==> config.mk <==
export PLATFORM = sky130hd
export DESIGN_NAME = io_hub
export DESIGN_NICKNAME = d
export VERILOG_FILES = /design/src/rtl/io_hub.sv
export SDC_FILE = /design/constraint.sdc
export NUM_CORES = 1
export LEC_CHECK = 0
export CORE_MARGIN = 3
export CORE_UTILIZATION = 55
export DETAILED_ROUTE_END_ITERATION = 8
export PLACE_DENSITY = 0.8
export SLEW_MARGIN = 5
export SYNTH_ARGS = -nofsm -noshare
export SYNTH_HDL_FRONTEND = slang
export SYNTH_SLANG_ARGS = --single-unit
==> constraint.sdc <==
create_clock -name clk -period 6.5 [get_ports clk]
set_clock_uncertainty 0.15 [all_clocks]
set_input_delay 1.3 -clock clk [delete_from_list [all_inputs] [get_ports clk]]
set_output_delay 1.3 -clock clk [all_outputs]
set_load 0.05 [all_outputs]
==> src/rtl/io_hub.sv <==
// Memory-mapped IO hub: GPIO out/in registers plus a FIFO-fed 8N1 UART transmitter.
// Register select is one-hot on word_addr; read data is registered and held between reads.
module io_hub #(
  parameter int CLK_FREQ_HZ = 12000000,
  parameter int BAUD_RATE   = 115200,
  parameter int FIFO_DEPTH  = 16,
  parameter int N_OUT       = 8,
  parameter int N_IN        = 8,
  parameter int OUT_INVERT  = 1
) (
  input  logic             clk,
  input  logic             rstn,
  input  logic             sel,
  input  logic [3:0]       word_addr,
  input  logic [31:0]      wdata,
  input  logic             wstrb,
  input  logic             rstrb,
  output logic [31:0]      rdata,
  input  logic [N_IN-1:0]  gpio_in,
  output logic [N_OUT-1:0] gpio_out,
  output logic             tx
);

  localparam int DIV = CLK_FREQ_HZ / BAUD_RATE;
  localparam int CW  = (DIV > 1) ? $clog2(DIV) : 1;
  localparam int AW  = $clog2(FIFO_DEPTH);
  localparam logic [N_OUT-1:0] INV = (OUT_INVERT != 0) ? {N_OUT{1'b1}} : {N_OUT{1'b0}};

  typedef enum logic [1:0] {IDLE, START, DATA, STOP} state_t;

  logic wr, rd;
  assign wr = sel & wstrb;
  assign rd = sel & rstrb;

  // ---------------- GPIO ----------------
  logic [N_IN-1:0] sync1, sync2;

  always_ff @(posedge clk or negedge rstn) begin
    if (!rstn) begin
      sync1 <= '0;
      sync2 <= '0;
    end else begin
      sync1 <= gpio_in;
      sync2 <= sync1;
    end
  end

  always_ff @(posedge clk or negedge rstn) begin
    if (!rstn)                  gpio_out <= INV;
    else if (wr && word_addr[0]) gpio_out <= wdata[N_OUT-1:0] ^ INV;
  end

  // ---------------- TX FIFO ----------------
  logic [7:0]    mem [FIFO_DEPTH];
  logic [AW-1:0] wr_ptr, rd_ptr;
  logic [AW:0]   count;
  logic          full, empty, push_req, push, drop, pop, overflow;

  assign full     = (count == (AW+1)'(FIFO_DEPTH));
  assign empty    = (count == '0);
  assign push_req = wr & word_addr[1];
  // Full is judged before the edge, so a push racing a pop on a full FIFO is still lost.
  assign push     = push_req & ~full;
  assign drop     = push_req & full;

  always_ff @(posedge clk) begin
    if (push) mem[wr_ptr] <= wdata[7:0];
  end

  always_ff @(posedge clk or negedge rstn) begin
    if (!rstn) begin
      wr_ptr <= '0;
      rd_ptr <= '0;
      count  <= '0;
    end else begin
      if (push) wr_ptr <= wr_ptr + 1'b1;
      if (pop)  rd_ptr <= rd_ptr + 1'b1;
      count <= count + (AW+1)'(push) - (AW+1)'(pop);
    end
  end

  always_ff @(posedge clk or negedge rstn) begin
    if (!rstn)                                   overflow <= 1'b0;
    else if (drop)                               overflow <= 1'b1;
    else if (wr && word_addr[2] && wdata[0])     overflow <= 1'b0;
  end

  // ---------------- TX serializer ----------------
  state_t        state;
  logic [CW-1:0] baud_cnt;
  logic [2:0]    bit_idx;
  logic [7:0]    shreg;
  logic          bit_end;

  assign bit_end = (baud_cnt == CW'(DIV - 1));
  // Must mirror the FSM's load conditions exactly; the FSM consumes mem[rd_ptr] on these edges.
  assign pop     = ~empty & ((state == IDLE) | ((state == STOP) & bit_end));

  always_ff @(posedge clk or negedge rstn) begin
    if (!rstn) begin
      state    <= IDLE;
      baud_cnt <= '0;
      bit_idx  <= '0;
      shreg    <= '0;
      tx       <= 1'b1;
    end else begin
      case (state)
        IDLE: begin
          tx <= 1'b1;
          if (!empty) begin
            state    <= START;
            baud_cnt <= '0;
            shreg    <= mem[rd_ptr];
            tx       <= 1'b0;
          end
        end
        START: begin
          if (bit_end) begin
            state    <= DATA;
            baud_cnt <= '0;
            bit_idx  <= '0;
            tx       <= shreg[0];
          end else begin
            baud_cnt <= baud_cnt + 1'b1;
          end
        end
        DATA: begin
          if (bit_end) begin
            baud_cnt <= '0;
            if (bit_idx == 3'd7) begin
              state <= STOP;
              tx    <= 1'b1;
            end else begin
              bit_idx <= bit_idx + 1'b1;
              shreg   <= shreg >> 1;
              tx      <= shreg[1];
            end
          end else begin
            baud_cnt <= baud_cnt + 1'b1;
          end
        end
        STOP: begin
          if (bit_end) begin
            baud_cnt <= '0;
            if (!empty) begin
              state <= START;
              shreg <= mem[rd_ptr];
              tx    <= 1'b0;
            end else begin
              state <= IDLE;
              tx    <= 1'b1;
            end
          end else begin
            baud_cnt <= baud_cnt + 1'b1;
          end
        end
        default: begin
          state    <= IDLE;
          baud_cnt <= '0;
          tx       <= 1'b1;
        end
      endcase
    end
  end

  // ---------------- Read path ----------------
  logic [31:0] count32, status;
  logic [7:0]  level;
  logic        busy;

  assign count32 = 32'(count);
  assign level   = (count32 > 32'd255) ? 8'hFF : count32[7:0];
  assign busy    = ~empty | (state != IDLE);
  assign status  = {21'b0, overflow, full, busy, level};

  always_ff @(posedge clk or negedge rstn) begin
    if (!rstn) begin
      rdata <= '0;
    end else if (rd) begin
      if (word_addr[2])      rdata <= status;
      else if (word_addr[3]) rdata <= 32'(sync2);
      else if (word_addr[0]) rdata <= 32'(gpio_out ^ INV);
      else                   rdata <= '0;
    end
  end

  logic unused;
  assign unused = &{1'b0, wdata};

endmodule

== Yosys cells after proc, flatten, opt, wreduce, memory -nomap -nowiden ==
Memory sizes are Yosys's and may differ from the RTL's.
Index checks and enable logic that the tools add are counted.

* RAM bits: 128
* Word-level logic and storage cells: 93
* Input bits: 49
* Output and inout bits: 41
* Register bits after elaboration: 91
* Memories kept: 1

{| class="wikitable"
|+ Memory list
! memory !! depth !! bits a word !! read ports !! clocked after Yosys merged registers in !! wr ports !! RTL line !! RTL
|-
| mem || 16 || 8 || 1 || 0 || 1 || 54 || <nowiki>logic [7:0] mem [FIFO_DEPTH];</nowiki>
|}

* Muxes and demuxes: 33
* Reductions and logical operators: 14
* Bitwise logic cells: 13
* Equality and inequality tests: 12
* Add/sub/neg operators: 6
* Magnitude comparators: 1

{| class="wikitable"
|+ Operators with widths
! cell !! number
|-
| 2-to-1 mux 32 bit || 2
|-
| 2-to-1 mux 8 bit || 6
|-
| case mux 8 bit (3 select lines) || 1
|-
| inverter 8 bit || 2
|-
| 2-to-1 mux 7 bit || 2
|-
| case mux 7 bit (2 select lines) || 1
|-
| inequality test 2 bit, second input constant || 6
|-
| 2-to-1 mux 1 bit || 10
|-
| 2-to-1 mux 2 bit || 5
|-
| 2-to-1 mux 3 bit || 3
|-
| adder 4 x 1 -> 4 bit, second input constant || 2
|-
| greater-than comparator 5 x 8 -> 1 bit, second input constant || 1
|-
| case mux 2 bit (4 select lines) || 1
|-
| AND reduction 4 bit || 2
|-
| adder 7 x 1 -> 7 bit, second input constant || 1
|-
| AND 1 bit || 7
|-
| == test 7 bit, second input constant || 1
|-
| case mux 3 bit (2 select lines) || 1
|-
| nonzero test 2 bit || 3
|-
| adder 5 x 1 -> 5 bit || 1
|-
| == test 5 bit, second input constant || 1
|-
| logical NOT 5 bit || 1
|-
| AND reduction 5 bit || 1
|-
| subtractor 5 x 1 -> 5 bit || 1
|-
| 12 further kinds || 17
|}

== Longest topological paths before layout ==
Gate-level depths: netlist of run 1.

* Depth in word-level cells: 5
* Mapped depth: 14
* Mapped depth without buffers: 13

== Least setup slack after synthesis of run 1 ==
OpenSTA, ideal clock, no wires.

* Kind: in2reg
* Start point: in word_addr[1]
* End point: reg count[4]
* Setup time: 0.123 ns
* Arrival time: 2.920 ns
* Slack: 3.307 ns
* Stages on the path: 12
* Data required time: 6.227 ns
* Cells stage by stage: nand3_1 -> nor2b_1 -> buf_2 -> inv_2 -> ha_1 -> inv_1 -> ha_1 -> fa_1 -> a21oi_1 -> nor2_1 -> nor2_1 -> xnor2_1

* Word-level cells in the longest chain between the ends: 4

{| class="wikitable"
|+ RTL lines
! item !! RTL line !! RTL
|-
| from (decl) || 14 || <nowiki>input logic [3:0] word_addr,</nowiki>
|-
| AND 1 bit || 61 || <nowiki>assign push_req = wr & word_addr[1];</nowiki>
|-
| AND 1 bit || 63 || <nowiki>assign push = push_req & ~full;</nowiki>
|-
| adder 5 x 1 -> 5 bit || 78 || <nowiki>count <= count + (AW+1)'(push) - (AW+1)'(pop);</nowiki>
|-
| subtractor 5 x 1 -> 5 bit || 78 ||
|-
| to (signal assigned) || 78 ||
|-
| to (decl) || 56 || <nowiki>logic [AW:0] count;</nowiki>
|}

No other way between the ends.
A chain may end at the register's enable or synchronous reset.

== Worst setup path in the final report of run 1 ==
* Start point: in sel
* End point: reg count[4]

* Word-level cells in the longest chain between the ends: 5

{| class="wikitable"
|+ RTL lines
! item !! RTL line !! RTL
|-
| from (decl) || 13 || <nowiki>input logic sel,</nowiki>
|-
| AND 1 bit || 32 || <nowiki>assign wr = sel & wstrb;</nowiki>
|-
| AND 1 bit || 61 ||
|-
| AND 1 bit || 63 ||
|-
| adder 5 x 1 -> 5 bit || 78 ||
|-
| subtractor 5 x 1 -> 5 bit || 78 ||
|}

No other way between the ends.

==> results.py, run 1 <==
metrics = {
    "status": {
        "outcome": "finished, final reports clean",
    },
    "synthesis": {
        "synth-seq-cells": 198,
        "synth_top_cells_by_count": "edfxtp_1 (128), dfrtp_1 (61), mux2i_1 (58)",
        "synth_area_leader_cell": "edfxtp_1",
        "synth_top_area_share_pct": 45.4,
        "syn_area_sq_mm": 0.00846,
        "ys_types": 50,
        "synth_edf_count": 128,
        "synth_area_leaders": "edfxtp_1 (45%), dfrtp_1 (18%), mux2i_1 (6.9%)",
        "ys_seq_area_share_pct": 66.3,
        "synth-async-reset-ratio_pct": 35.4,
        "netlist_instances": 586,
        "postSynthAreaPerCell_sq_um": 14.4,
        "synth.most_common_cell": "edfxtp_1",
        "ys_warn_count": 0,
        "ys.flop_type": "edfxtp_1",
    },
    "worst_setup_path": {
        "critPathLaunch": "sel",
        "crit_path_max_incr_delay_ns": 0.61,
        "crit_path_start_kind": "input port",
        "crit_slowest_cell": "nor2b_1",
        "reg2reg_depth": 13,
        "cp.depth": 12,
        "crit_required_ns": 6.70,
        "cp-end-kind": "flop",
        "critPathMaxFanout": 8,
        "reg2reg_slack_ns": 3.20,
        "path_cells": "clkdlybuf4s50_1 -> nand3_1 -> nor2b_1 -> inv_2 -> ha_1 -> inv_1 -> ha_1 -> fa_1 -> a21oi_1 -> nor2_1 -> nor2_1 -> xnor2_1",
        "reg2reg_to": "count[4]$_DFF_PN0_",
        "endpoint": "count[4]$_DFF_PN0_",
        "path_delay_family": "adder cells",
        "crit_type": "in2reg",
        "critPathBufInv": 3,
        "rr_startpoint": "count[2]$_DFF_PN0_",
        "arrival_ns": 4.17,
    },
    "timing": {
        "finalHoldViolations": 0,
        "worst_pin_slew_ns": 0.910,
        "rsz0062_at_grt": "no",
        "setup_violations": 0,
        "finalCriticalPeriod_ns": 3.98,
        "finalSetupTns_ns": 0,
        "fin_crit_sh_pct": 61.2,
        "finalMaxSlewViolations": 0,
        "relSlewSlack_pct": 39.3,
        "timing.fmax_mhz": 251,
    },
    "floorplan": {
        "start_util_pct": 57.1,
        "rows": 44,
        "core_sq_mm": 0.0148,
        "ioPinCount": 90,
        "die-height_microns": 130,
        "die_w_microns": 130,
        "die_area_sq_mm": 0.0169,
    },
    "final_layout": {
        "stdcell_count": 824,
        "syn_to_final_growth_pct": 12.6,
        "seq_area_sq_mm": 0.00561,
        "multi_input_area_sq_mm": 0.00259,
        "diodes": 0,
        "fillCellCount": 1033,
        "final_nets": 698,
        "drive_gt1_share_pct": 8.44,
    },
    "clock_network": {
        "tritoncts": "done",
        "cts.path.max_buffers": 2,
        "clkSlewWorstSetupHoldPaths_ns": 0.07,
        "post_cts_buffers": 0,
        "clkLatencyLatePin_ns": 0.43,
        "cts_num_sinks": 198,
        "numCtsBuffers": 17,
        "cts-root-buf": "clkbuf_16",
        "ctsResizeCount": 0,
        "cts-hold-fix-buffers": 0,
        "h-tree-depth": 4,
    },
    "hold_path": {
        "hold_path_class": "reg2reg",
        "hold_path_startpoint": "sync1[1]$_DFF_PN0_",
    },
    "drt": {
        "via_per_inst": 5.93,
        "routed-via-count": 4884,
        "drtIter0Drc": 380,
        "ant_nets": 0,
        "drc_errors": 0,
        "wirelength_microns": 16600,
        "avgRoutedWirePerCell_microns": 20.1,
        "drtPass1Iterations": 5,
    },
    "power_and_ir_drop": {
        "p_leak_nw": 3.63,
        "power_density_mw_per_mm2": 309,
        "peakVddDrop_uv": 196,
    },
    "placed_design": {
        "place_congestion": 0.811,
        "place_inst": 793,
        "portBuffers": 44,
        "hpwl_microns": 10800,
    },
    "grt": {
        "grt_start_max_net_pins": 71,
        "grt_pass1_wl_microns": 26400,
        "grt_use_total_pct": 20.8,
        "overflow": 0,
        "grt_pass1_vias": 4788,
        "antenna_found_initial": 0,
    },
    "job": {
        "maxCapViolCount": 0,
    },
}
kinds of logic after synthesis:
family	after synthesis	synth area share (%)
DFF	198	66.3
and+or+nand+nor	127	7.70
AOI/OAI and AO/OA	101	8.00
muxes	70	9.66
buffers and inverters	57	3.99
adders and majority gates	21	3.19
xor gates and xnor gates	11	1.14
other	1	0.0443
placed cells by master (no fill, tap or decap), types with 6 or more instances in the layout:
cell type and instances:
nand2_1 45, nand3_1 12, mux2i_1 58, a32oi_1 6
conb_1 21, o21ai_1 15, nor2_1 19, ha_1 20
a31oi_1 8, clkbuf_16 17, a22oi_1 19, o21ai_0 22
inv_1 12, and2_1 21, a21oi_1 12, dfstp_2 9
edfxtp_1 128, dfrtp_1 60, nor2b_1 9, clkdlybuf4s50_1 43
xnor2_1 8, a22o_1 9
how the worst min path moves through the flow:
stage | to | slack [ns] | cells after the start
6_report | sync2[1]$_DFF_PN0_ | 0.20 | 0
5_1_grt | sync2[0]$_DFF_PN0_ | 0.21 | 0
4_1_cts | sync2[1]$_DFF_PN0_ | 0.20 | 0
3_5_place_dp | sync2[1]$_DFF_PN0_ | 0.18 | 0
3_3_place_gp | sync2[3]$_DFF_PN0_ | 0.18 | 0
2_1_floorplan | sync2[0]$_DFF_PN0_ | 0.18 | 0
per-layer routing:
| metal | vias to the layer above | global-route usage [%] | routed length [microns] |
|---|---|---|---|
| li1 | 2215 | - | - |
| met4 | 0 | 7.33 | 329 |
| met1 | 2460 | 28.2 | 6990 |
| met2 | 178 | 33.4 | 8250 |
| met5 | - | 0 | 0 |
| met3 | 31 | 4.63 | 987 |
cell type report:
class | count | share of cell area [%]
multi-input cells | 351 | 27.2
repair buffers | 47 | 4.81
clock inverters | 12 | 1.62
flip-flops and latches | 198 | 58.9
inverters | 13 | 0.512
well taps | 184 | 2.42
clock buffers | 19 | 4.55
registers in the layout (all words and copies together) (netlist names):
register and cells:
rdata 11, rd_ptr 4, count 5, wr_ptr 4
sync1 8, tx 1, overflow 1, mem 128
shreg 8, bit_idx 3, gpio_out 8, state 2
sync2 8, baud_cnt 7
power breakdown:
part | total [mW] | internal (mW) | leakage (nW) | switching, mW
sequential | 1.49 | 1.43 | 1.99 | 0.0612
combinational | 0.397 | 0.142 | 1.36 | 0.255
clock | 1.05 | 0.603 | 0.271 | 0.449
per-stage QoR:
stage               hold WS (ns)  power, mW  area, sq um  setup WS (ns)  utilization, %
floorplan                  0.181       1.78         8540           3.31               -
global placement           0.182       1.89         8940           2.16            60.3
detailed placement         0.185       1.91         8940           2.09            60.3
CTS                        0.200       2.95         9520           2.52            64.3
global route               0.210       3.05         9520           2.33            64.3
finish                     0.199       2.94         9520           2.52            64.3
No activity file was read; power rests on OpenSTA's default activity.
==> run 2, diff against run 1 <==
==> constraint.sdc (replaced) <==
create_clock -name clk -period 3.9 [get_ports clk]
set_clock_uncertainty 0.15 [all_clocks]
set_input_delay 0.78 -clock clk [delete_from_list [all_inputs] [get_ports clk]]
set_output_delay 0.78 -clock clk [all_outputs]
set_load 0.05 [all_outputs]
==> run 2 against run 1 <==
Clock power up 78%. Flip-flop and latch count did not move. Highest routed layer unchanged. Combinational power up 65%. Critical path depth unchanged.
==> results.py, run 2 (synthesis gave the netlist of run 1 again) <==
metrics = {
    "clock_network": {
        "tritoncts": "done",
        "h-tree-depth": 4,
        "post_cts_buffers": 0,
        "cts-root-buf": "clkbuf_16",
        "clkLatencyLatePin_ns": 0.44,
        "cts_num_sinks": 198,
        "clkSlewWorstSetupHoldPaths_ns": 0.08,
        "numCtsBuffers": 17,
        "cts.path.max_buffers": 2,
        "ctsResizeCount": 0,
        "cts-hold-fix-buffers": 0,
    },
    "final_layout": {
        "final_nets": 700,
        "reg_top3": "mem x128, rdata x11",
        "top_register": "mem",
        "syn_to_final_growth_pct": 13.5,
        "drive_gt1_share_pct": 9.49,
        "final_common_cell": "edfxtp_1",
        "largest_reg_flops": 128,
        "stdcell_count": 827,
        "diodes": 0,
        "finalInstanceArea_sq_mm": 0.00960,
        "final_cell_mix": "edfxtp_1 (128), dfrtp_1 (60), mux2i_1 (58)",
    },
    "worst_setup_path": {
        "crit_required_ns": 4.11,
        "crit_path_max_incr_delay_ns": 0.47,
        "critPathMaxFanout": 7,
        "path_delay_family": "adder cells",
        "crit_path_start_kind": "flop",
        "critPathBufInv": 2,
        "path_cells": "inv_1 -> ha_1 -> nor4b_4 -> nor2_1 -> ha_1 -> inv_1 -> ha_1 -> fa_1 -> a21oi_1 -> nor2_1 -> nor2_1 -> xnor2_1",
        "cp-end-kind": "flop",
        "arrival_ns": 3.27,
        "crit_slowest_cell": "nor4b_4",
        "reg2reg_slack_ns": 0.84,
        "crit_type": "reg2reg",
    },
    "drt": {
        "routed-via-count": 4815,
        "drtPass1Iterations": 7,
        "via_per_inst": 5.82,
        "avgRoutedWirePerCell_microns": 19.8,
        "ant_nets": 0,
        "drc_errors": 0,
        "drtIter0Drc": 379,
        "wirelength_microns": 16400,
    },
    "placed_design": {
        "placed_area_sq_mm": 0.00895,
        "dp_slack_ns": 0.484,
        "portBuffers": 44,
        "place_congestion": 0.877,
        "hpwl_microns": 11100,
        "place_inst": 795,
    },
    "timing": {
        "relSlewSlack_pct": 46.9,
        "finalSetupTns_ns": 0,
        "rsz0062_at_grt": "no",
        "finalHoldViolations": 0,
        "finalMaxSlewViolations": 0,
        "finalCriticalPeriod_ns": 3.06,
        "timing.fmax_mhz": 327,
        "setup_violations": 0,
        "fin_crit_sh_pct": 78.4,
        "worst_pin_slew_ns": 0.794,
        "setup_ws_ns": 0.843,
    },
    "floorplan": {
        "die_area_sq_mm": 0.0169,
        "ioPinCount": 90,
        "core_sq_mm": 0.0148,
        "die-height_microns": 130,
        "die_w_microns": 130,
        "start_util_pct": 57.1,
        "rows": 44,
    },
    "power_and_ir_drop": {
        "peakVddDrop_uv": 400,
        "power_mw": 5.01,
        "power_density_mw_per_mm2": 522,
        "switching_share_pct": 27.8,
        "p_leak_nw": 3.68,
        "p_switching_mw": 1.39,
        "power_frac_seq_pct": 49.5,
        "internal_power_mw": 3.62,
        "pwr-share-clk_pct": 37.4,
        "p_comb_share_pct": 13.1,
    },
    "grt": {
        "antenna_found_initial": 0,
        "grt_pass1_vias": 4854,
        "grt_pass1_wl_microns": 26400,
        "grt_use_total_pct": 20.8,
        "grt_start_max_net_pins": 31,
        "overflow": 0,
    },
    "hold_path": {
        "hold_path_class": "in2async",
    },
    "status": {
        "outcome": "finished, final reports clean",
    },
    "job": {
        "maxCapViolCount": 0,
    },
}
==> run 2: cell count changes in the layout (fill, tap and decap cells not counted) <==
cell,previous run,this run
inv_12,0,1
clkbuf_1,2,0
buf_4,3,5
clkinvlp_4,4,0
bufinv_16,3,2
clkinv_8,0,5
inv_8,0,2
inv_6,2,4
clkinv_1,2,0
==> run 2: final timing paths <==
check / startpoint / end / depth (start not counted)
min reg2reg: sync1[1]$_DFF_PN0_ / sync2[1]$_DFF_PN0_ / 0
max in group asynchronous: rstn / tx$_DFFE_PN1P_ / 2
max: count[3]$_DFF_PN0_ / count[4]$_DFF_PN0_ / 12
max reg2reg: count[3]$_DFF_PN0_ / count[4]$_DFF_PN0_ / 12
min in group clk: sync1[1]$_DFF_PN0_ / sync2[1]$_DFF_PN0_ / 0
min: rstn / sync1[7]$_DFF_PN0_ / 1
==> run 2: area by class of cell <==
class                   instances  area [sq um]
inverters                      13          48.8
clock buffers                  17           425
well taps                     184           230
fillers                       993          5210
clock inverters                15           224
repair buffers                 49           473
flip-flops and latches        198          5610
multi-input cells             351          2590
==> run 2: worst reg2reg max path: stages (launching register included) <==
cell	delay [ns]
dfrtp_1	0.41
inv_1	0.10
ha_1	0.17
nor4b_4	0.47
nor2_1	0.24
ha_1	0.33
inv_1	0.04
ha_1	0.20
fa_1	0.41
a21oi_1	0.16
nor2_1	0.05
nor2_1	0.13
xnor2_1	0.12
==> run 2: per-layer routing <==
layer | wire length [microns] | part of all wire [%] | global-route usage (%) | up-vias
li1 | - | - | - | 2233
met1 | 7050 | 43 | 28.4 | 2417
met2 | 8300 | 51 | 33.5 | 133
met3 | 744 | 4.5 | 5.24 | 32
met4 | 292 | 1.8 | 5.93 | 0
met5 | 0 | 0 | 0 | -
==> run 2: power groups by stage <==
stage                     logic, mW  registers (mW)  clock network, mW
after floorplan               0.341            2.62                  0
after global placement        0.639            2.52                  0
after detailed placement      0.662            2.52                  0
after CTS                     0.663            2.48               1.89
after global routing          0.712            2.50               1.99
final                         0.655            2.48               1.87
==> run 2: through the flow <==
| step | util [%] | hold WS, ns |
|---|---|---|
| floorplan | - | 0.181 |
| global placement | 60.4 | 0.183 |
| CTS | 64.8 | 0.141 |
| finish | 64.8 | 0.138 |
| detailed placement | 60.4 | 0.189 |
| global route | 64.8 | 0.159 |
==> run 3, diff against run 2 <==
==> constraint.sdc (replaced) <==
create_clock -name clk -period 2.9 [get_ports clk]
set_clock_uncertainty 0.15 [all_clocks]
set_input_delay 0.58 -clock clk [delete_from_list [all_inputs] [get_ports clk]]
set_output_delay 0.58 -clock clk [all_outputs]
set_load 0.05 [all_outputs]
==> run 3 against run 2 <==
Combinational power increased by 37%. First-iteration DRC count fell by 17%. Largest cell class unchanged. Wire length shrank 3.4%. Highest routed layer unchanged.
==> results.py, run 3 (synthesis gave the netlist of run 1 again) <==
metrics = {
    "grt": {
        "grt_pass1_vias": 4966,
        "overflow": 0,
        "grt_use_total_pct": 20.4,
        "grt_start_max_net_pins": 60,
        "antenna_found_initial": 0,
        "grt_pass1_wl_microns": 25900,
    },
    "drt": {
        "drc_errors": 0,
        "avgRoutedWirePerCell_microns": 18.8,
        "wirelength_microns": 15800,
        "drtIter0Drc": 313,
        "routed-via-count": 4877,
        "ant_nets": 0,
        "via_per_inst": 5.79,
        "drtPass1Iterations": 5,
    },
    "worst_setup_path": {
        "crit_type": "reg2reg",
        "crit_required_ns": 3.11,
        "crit_path_start_kind": "flop",
        "critPathMaxFanout": 4,
        "cp-end-kind": "flop",
        "arrival_ns": 2.91,
        "reg2reg_depth": 12,
    },
    "placed_design": {
        "place_inst": 809,
        "place_congestion": 0.853,
        "hpwl_microns": 11000,
        "portBuffers": 44,
        "placed_area_sq_mm": 0.00908,
    },
    "timing": {
        "finalSetupTns_ns": 0,
        "whs_ns": 0.200,
        "finalMaxSlewViolations": 0,
        "worst_pin_slew_ns": 0.708,
        "finalHoldViolations": 0,
        "fin_crit_sh_pct": 93.2,
        "timing.fmax_mhz": 370,
        "relSlewSlack_pct": 52.3,
        "finalCriticalPeriod_ns": 2.70,
        "rsz0062_at_grt": "no",
        "setup_violations": 0,
    },
    "final_layout": {
        "diodes": 0,
        "finalInstanceArea_sq_mm": 0.00966,
        "largest_reg_flops": 128,
        "syn_to_final_growth_pct": 14.2,
        "top_register": "mem",
        "final_common_cell": "edfxtp_1",
        "fillCellCount": 1048,
        "stdcell_count": 842,
        "reg_top3": "mem x128, rdata x11",
        "drive_gt1_share_pct": 11.6,
        "final_cell_mix": "edfxtp_1 (128), dfrtp_1 (60), mux2i_1 (58)",
        "final_nets": 715,
    },
    "clock_network": {
        "numCtsBuffers": 17,
        "h-tree-depth": 4,
        "cts_num_sinks": 198,
        "clkLatencyLatePin_ns": 0.44,
        "clkSlewWorstSetupHoldPaths_ns": 0.07,
        "cts.path.max_buffers": 2,
        "post_cts_buffers": 0,
        "cts-root-buf": "clkbuf_16",
        "tritoncts": "done",
    },
    "job": {
        "maxCapViolCount": 0,
    },
    "floorplan": {
        "ioPinCount": 90,
        "core_sq_mm": 0.0148,
        "die_area_sq_mm": 0.0169,
        "rows": 44,
        "start_util_pct": 57.1,
        "die-height_microns": 130,
        "die_w_microns": 130,
    },
    "power_and_ir_drop": {
        "peakVddDrop_uv": 453,
        "power_density_mw_per_mm2": 670,
        "p_leak_nw": 3.74,
    },
    "status": {
        "outcome": "finished, final reports clean",
    },
    "hold_path": {
        "hold_path_class": "reg2reg",
        "min_path_cells": 0,
    },
}
run 3: cell types whose count changed in the layout (fill, tap and decap cells not counted), moves of 2 or more:
cell,before,now
clkinv_8,5,1
bufinv_16,2,0
clkinv_2,0,4
buf_12,0,2
clkbuf_8,0,2
buf_4,5,17
run 3: layer usage:
metal	global-route usage, %	part of all wire, %	vias up
met1	27.2	44	2471
li1	-	-	2256
met4	8.01	2.2	0
met3	4.83	4.4	28
met5	0	0	-
met2	32.8	50	122
run 3: per-stage QoR:
stage | utilization [%] | power, mW | setup slack [ns]
2_1_floorplan | - | 3.99 | 0.196
3_3_place_gp | 61.3 | 4.25 | -0.0728
3_5_place_dp | 61.3 | 4.30 | -0.106
4_1_cts | 65.2 | 6.52 | 0.155
5_1_grt | 65.2 | 6.75 | 0.00428
6_report | 65.2 | 6.47 | 0.198
run 3: critical path, stage by stage (launching register included):
cell and delay [ns]:
dfrtp_1 0.40, ha_1 0.25, and3_1 0.19, a31oi_1 0.18, nor2_1 0.10, ha_1 0.28, inv_1 0.04, ha_1 0.19
fa_1 0.39, a21oi_1 0.16, nor2_1 0.05, nor2_1 0.11, xnor2_1 0.12
run 3: area by class of cell:
type	instances	area, sq um	share of cell area (%)
clock inverter	13	111	1.15
clock buffer	19	453	4.69
timing repair buffer	64	613	6.35
tap	184	230	2.38
multi-input combinational	351	2590	26.9
inverter	13	48.8	0.505
sequential	198	5610	58.1
run 3: repair_timing:
| item | CTS | global route |
|---|---|---|
| endpoints found under the setup margin | 0 | 1 |
| endpoints found under the hold margin | 11 | 0 |
| hold buffers | 1 | 0 |
| resized for setup | 0 | 1 |
run 3: final timing paths:
kind	start	endpoint	slack, ns
max in group asynchronous	rstn	tx$_DFFE_PN1P_	1.51
worst min register to register	sync1[1]$_DFF_PN0_	sync2[1]$_DFF_PN0_	0.20
worst max-delay path	baud_cnt[0]$_DFFE_PN0N_	count[4]$_DFF_PN0_	0.20
min in group asynchronous	rstn	sync2[5]$_DFF_PN0_	0.41
worst min-delay path	sync1[1]$_DFF_PN0_	sync2[1]$_DFF_PN0_	0.20
worst max register to register	baud_cnt[0]$_DFFE_PN0N_	count[4]$_DFF_PN0_	0.20
run 3: report_power, final:
part / switching, mW / internal (mW) / total (mW)
registers: 0.134 / 3.20 / 3.33
clock network: 1.07 / 1.17 / 2.24
logic: 0.559 / 0.338 / 0.897
